--- src/rtl/map_hub_seq.sv ---
// map_hub_seq: registered mapper output selector with glitch-free switchover.
// A selection change drives SAFE_VAL, drains for HOLD_CYC cycles, then
// commits on the first quiet bus cycle. lock freezes the drain and commit.
//
// state  | meaning
// -------+-----------------------------------------------------------
// RUN    | committed channel drives map_out; watching for a new target
// DRAIN  | SAFE_VAL on map_out; drain counter running down to 1
// WAIT_Q | SAFE_VAL on map_out; waiting for quiet to commit
module map_hub_seq #(
  parameter int N_CH     = 8,
  parameter int W_OUT    = 64,
  parameter int W_IDX    = 8,
  parameter int HOLD_CYC = 4,
  parameter logic [W_OUT-1:0] SAFE_VAL = '0
) (
  input  logic                      clk,
  input  logic                      rst_n,
  input  logic [W_IDX-1:0]          map_idx,
  input  logic [N_CH*W_IDX-1:0]     idx_tab,
  input  logic [N_CH*W_OUT-1:0]     ch_out,
  input  logic                      quiet,
  input  logic                      lock,
  output logic [W_OUT-1:0]          map_out,
  output logic [$clog2(N_CH)-1:0]   cur_ch,
  output logic                      hit,
  output logic                      busy,
  output logic                      sw_done
);

  localparam int CH_W  = $clog2(N_CH);
  localparam int CNT_W = (HOLD_CYC > 0) ? $clog2(HOLD_CYC + 1) : 1;
  localparam logic [CNT_W-1:0] CNT_LD = CNT_W'(HOLD_CYC);

  typedef enum logic [1:0] {RUN, DRAIN, WAIT_Q} state_t;

  state_t            state;
  logic [CNT_W-1:0]  cnt;
  logic [CH_W-1:0]   tgt_q;
  logic [CH_W-1:0]   target;
  logic              hit_c;
  logic [W_OUT-1:0]  cur_dat;
  logic [W_OUT-1:0]  tgt_dat;

  // Lookup: scan downwards so the lowest matching channel wins; entry 0 is never compared.
  always_comb begin
    target = '0;
    for (int k = N_CH - 1; k >= 1; k--) begin
      if (idx_tab[k*W_IDX +: W_IDX] == map_idx) target = CH_W'(k);
    end
  end

  assign hit_c   = (target != '0);
  assign cur_dat = ch_out[cur_ch*W_OUT +: W_OUT];
  assign tgt_dat = ch_out[tgt_q*W_OUT +: W_OUT];
  assign busy    = (state != RUN);

  // Switchover FSM; map_out is SAFE_VAL unless the next state is RUN.
  always_ff @(posedge clk or negedge rst_n) begin
    if (!rst_n) begin
      state   <= RUN;
      cnt     <= '0;
      tgt_q   <= '0;
      cur_ch  <= '0;
      map_out <= SAFE_VAL;
      hit     <= 1'b0;
      sw_done <= 1'b0;
    end else begin
      hit     <= hit_c;
      sw_done <= 1'b0;
      map_out <= SAFE_VAL;
      case (state)
        RUN: begin
          if (target != cur_ch && !lock) begin
            tgt_q <= target;
            if (HOLD_CYC == 0) begin
              state <= WAIT_Q;
            end else begin
              state <= DRAIN;
              cnt   <= CNT_LD;
            end
          end else begin
            map_out <= cur_dat;
          end
        end
        DRAIN: begin
          if (target == cur_ch) begin
            state   <= RUN;
            cnt     <= '0;
            map_out <= cur_dat;
          end else if (target != tgt_q) begin
            tgt_q <= target;
            cnt   <= CNT_LD;
          end else if (!lock) begin
            if (cnt == CNT_W'(1)) state <= WAIT_Q;
            cnt <= cnt - CNT_W'(1);
          end
        end
        WAIT_Q: begin
          if (target == cur_ch) begin
            state   <= RUN;
            map_out <= cur_dat;
          end else if (target != tgt_q) begin
            tgt_q <= target;
            // With no drain interval a retarget simply keeps waiting for quiet.
            if (HOLD_CYC != 0) begin
              state <= DRAIN;
              cnt   <= CNT_LD;
            end
          end else if (quiet && !lock) begin
            state   <= RUN;
            cur_ch  <= tgt_q;
            map_out <= tgt_dat;
            sw_done <= 1'b1;
          end
        end
        default: begin
          state <= RUN;
          cnt   <= '0;
        end
      endcase
    end
  end

endmodule

--- config.mk ---
export PLATFORM = sky130hd
export DESIGN_NAME = map_hub_seq
export DESIGN_NICKNAME = d
export VERILOG_FILES = /design/src/rtl/map_hub_seq.sv
export SDC_FILE = /design/constraint.sdc
export NUM_CORES = 1
export LEC_CHECK = 0
export ABC_AREA = 1
export CORE_AREA = 2 2 254 256
export DETAILED_ROUTE_END_ITERATION = 12
export DIE_AREA = 0 0 256 258
export GPL_TIMING_DRIVEN = 0
export PLACE_DENSITY = 0.49
export SYNTH_ARGS = -nofsm -noshare
export SYNTH_HDL_FRONTEND = slang
export SYNTH_SLANG_ARGS = --single-unit
--- constraint.sdc ---
create_clock -name clk -period 2 [get_ports clk]
set_input_delay 0.4 -clock clk [delete_from_list [all_inputs] [get_ports clk]]
set_output_delay 0.4 -clock clk [all_outputs]
set_load 0.01 [all_outputs]
==> out/qor.txt <==
Status: finished with violations
Failing checks: setup timing
Iter 0 DRT Violations: 2567
Post-DP HPWL: 89100 um
Worst EP required: 2330 ps
DRT Wirelength: 112000 um
Min cycle time layout: 2400 ps
Critical path fanouts, max: 8
Element type at the critical path end: flop
Period Utilization, post-route: 1.20
Clk Latency, worst-skew pair: 420 ps
Core Box Area: 63600 um^2
Register area share after synthesis: 0.141
Yosys reg bits: 77
Comb power frac: 0.715
CTS tree: built
Nets: 3841
Layout cell share with drive strength beyond 1: 0.172
Via count: 22200
Synth warn: 0
Grt ovf: 0
Maximum number of pins on one net before global-route repair: 47
Arr. time, crit path: 2730 ps
Synth Instances: 2537
FP Rows: 93
First-pass GRT wire length: 154000 um
DP Cell Count: 4034
Startpoint types: input port
Final ANT Viol Nets: 0
Relative slew slack: 0.265
Worst slew pin tran: 1100 ps
Hold crit path type: in -> async
TritonCTS Buffers: 9
Clk slew on worst S/H paths: 80 ps
P_sw: 7.31 mW
DIE HEIGHT: 258 um
Achievable Freq: 417 MHz
Syn_nets: 3131
Root buffer cell: clkbuf_16
Setup TNS: -21140 ps
Vias in the first global route: 21200
Pwr dens: 639 nW/um^2
WL per Instance: 27.0 um
Total of max-cap violations: 0
GPL Wtd Cong: 0.986
Pwr Total: 15.1 mW
Sw Share: 0.483
GRT Util Overall: 0.320
Int Pwr: 7.84 mW
Antenna violations before repair: 46
Initial core utilization: 0.215
Maximum vdd drop: 0.501 mV
IO buf count: 641
Via density: 5.37
Residual DRC count: 0
Final Skew: 18.1 ps
Clock buffer depth: 2
Die Wd: 256 um
Die Area: 66000 um^2
Htree depth: 3
IO Pins: 658
P&R area growth vs syn: 72.9%
Seq pwr share: 0.151
Post-place setup slack: -2280 ps
Post-Layout Cell Count: 4136
Final core utilization: 0.372
Final setup vio count: 76
Leakage power: 9.68 nW
RSZ-0062 raised after global routing: true
Distinct cells, synth: 33
Mean Syn Cell Area: 5.40 um^2
Pre-Repair DR Iteration Count: 5
Clk pwr share: 0.134
Final Hold Violating Endpoints: 0
Max Slew Vio Count: 0
WS Path Type: in -> reg
Worst setup margin: -396 ps
Num Clock Sinks: 77
Post-Syn Area: 13700 um^2
-- state kept, by name (all words and copies together), names as in the netlist --
signal,flops
state,2
cur_ch,3
sw_done,1
map_out,64
hit,1
tgt_q,3
cnt,3
-- synth_stat cells, drive strengths merged --
| master | instances | area (um^2) |
|---|---|---|
| nor3 | 2 | 10.0 |
| nand4 | 4 | 25.0 |
| a21boi | 1 | 7.51 |
| o22ai | 38 | 238 |
| xnor2 | 18 | 158 |
| a31oi | 63 | 394 |
| nand3 | 80 | 400 |
| o21ai | 580 | 2910 |
| o31ai | 27 | 203 |
| a32o | 1 | 10.0 |
| clkbuf | 179 | 672 |
| xor2 | 16 | 140 |
| ha | 6 | 75.1 |
| nand2 | 402 | 1710 |
| nor2 | 459 | 1750 |
| buf | 54 | 353 |
| nand3b | 3 | 22.5 |
| o211ai | 29 | 218 |
| inv | 187 | 707 |
| dfrtp | 77 | 1930 |
| a21oi | 311 | 1780 |
-- area by class of cell --
| class | instances | area (um^2) |
|---|---|---|
| antenna | 30 | 75.1 |
| buffer | 232 | 1560 |
| clock buffer | 10 | 239 |
| clock inverter | 5 | 85.1 |
| fill | 7123 | 39900 |
| inverter | 187 | 722 |
| multi-input combinational | 2040 | 10900 |
| sequential | 77 | 1930 |
| tap | 855 | 1070 |
| timing repair buffer | 700 | 7100 |
-- metrics by stage --
step | cell area (um^2) | hold WS [ps]
floorplan | 13700 | 104
global placement | 21200 | 461
detailed placement | 21300 | 465
CTS | 22800 | 73.6
global route | 23700 | 98.6
finish | 23700 | 37.7
-- placed cells by master (no fill, tap or decap), drive strengths merged --
cell type	synthesis	routed
clkdlybuf4s50	0	583
o21ai	580	580
nor2	459	459
nand2	402	402
a21oi	311	311
clkbuf	179	198
inv	187	185
buf	54	133
nand3	80	80
dfrtp	77	77
a31oi	63	63
o22ai	38	38
diode	0	30
o211ai	29	29
o31ai	27	27
clkdlybuf4s15	0	20
xnor2	18	18
xor2	16	16
dlygate4sd2	0	8
ha	6	6
nand4	4	4
clkinvlp	0	3
nand3b	3	3
nor3	2	2
clkinv	0	2
bufinv	0	2
a32o	1	1
a21boi	1	1
-- critical path, cell delays in order --
cell and delay [ps]:
buf_12 110, xor2_1 130, nor2_1 170, nand2_2 120, nor2_4 220, nor2_4 70
nand2_4 90, nand2_4 50, nand2_2 50, nand2_2 60, nor2_4 110, nand2_4 100
buf_12 140, o21ai_4 160, buf_6 160, clkbuf_16 170, buf_12 130, nand2_2 70
a21oi_4 190
-- power by group through the flow --
stage                     Sequential, mW  Clock, mW  Combinational (mW)
final                               2.29       2.02                10.8
after global routing                2.33       2.07                11.4
after CTS                           2.29       2.04                9.86
after detailed placement            2.30          0                8.91
after global placement              2.31          0                8.94
after floorplan                     2.46          0                4.16
-- layer usage --
layer	routed length (um)	global-route usage	part of all wire
met1	45100	0.403	0.40
met2	51300	0.523	0.46
met4	4800	0.139	0.043
met3	10300	0.0727	0.092
met5	217	0	0.0019
-- cells by family after synthesis --
kind of cell	after synthesis	share of synthesized area
adder cells (fa/ha/maj)	6	0.00547
XOR/XNOR	34	0.0217
AO/OA/AOI/OAI	1050	0.420
AND/OR/NAND/NOR	950	0.286
flip-flops	77	0.141
buffers and inverters	420	0.126
-- final timing paths --
kind / start / end / slack (ps) / depth (start not counted)
min reg2reg: cnt[1] / cnt[1] / 490 / 2
min in group clk: cnt[1] / cnt[1] / 490 / 2
max in group asynchronous: rst_n / map_out[23] / 1230 / 2
max: map_idx[5] / map_out[8] / -400 / 19
max reg2reg: cur_ch[2] / map_out[8] / -380 / 13
min: rst_n / map_out[0] / 40 / 1
-- timing repair --
action / CTS / global route
setup buffers: 33 / 15
hold buffers: 0 / 0
gates resized for setup: 444 / 199
pin swaps: 155 / 113
endpoints found under the setup margin: 77 / 77
gates cloned: 7 / 9
Power figures use the tool's default switching activity.
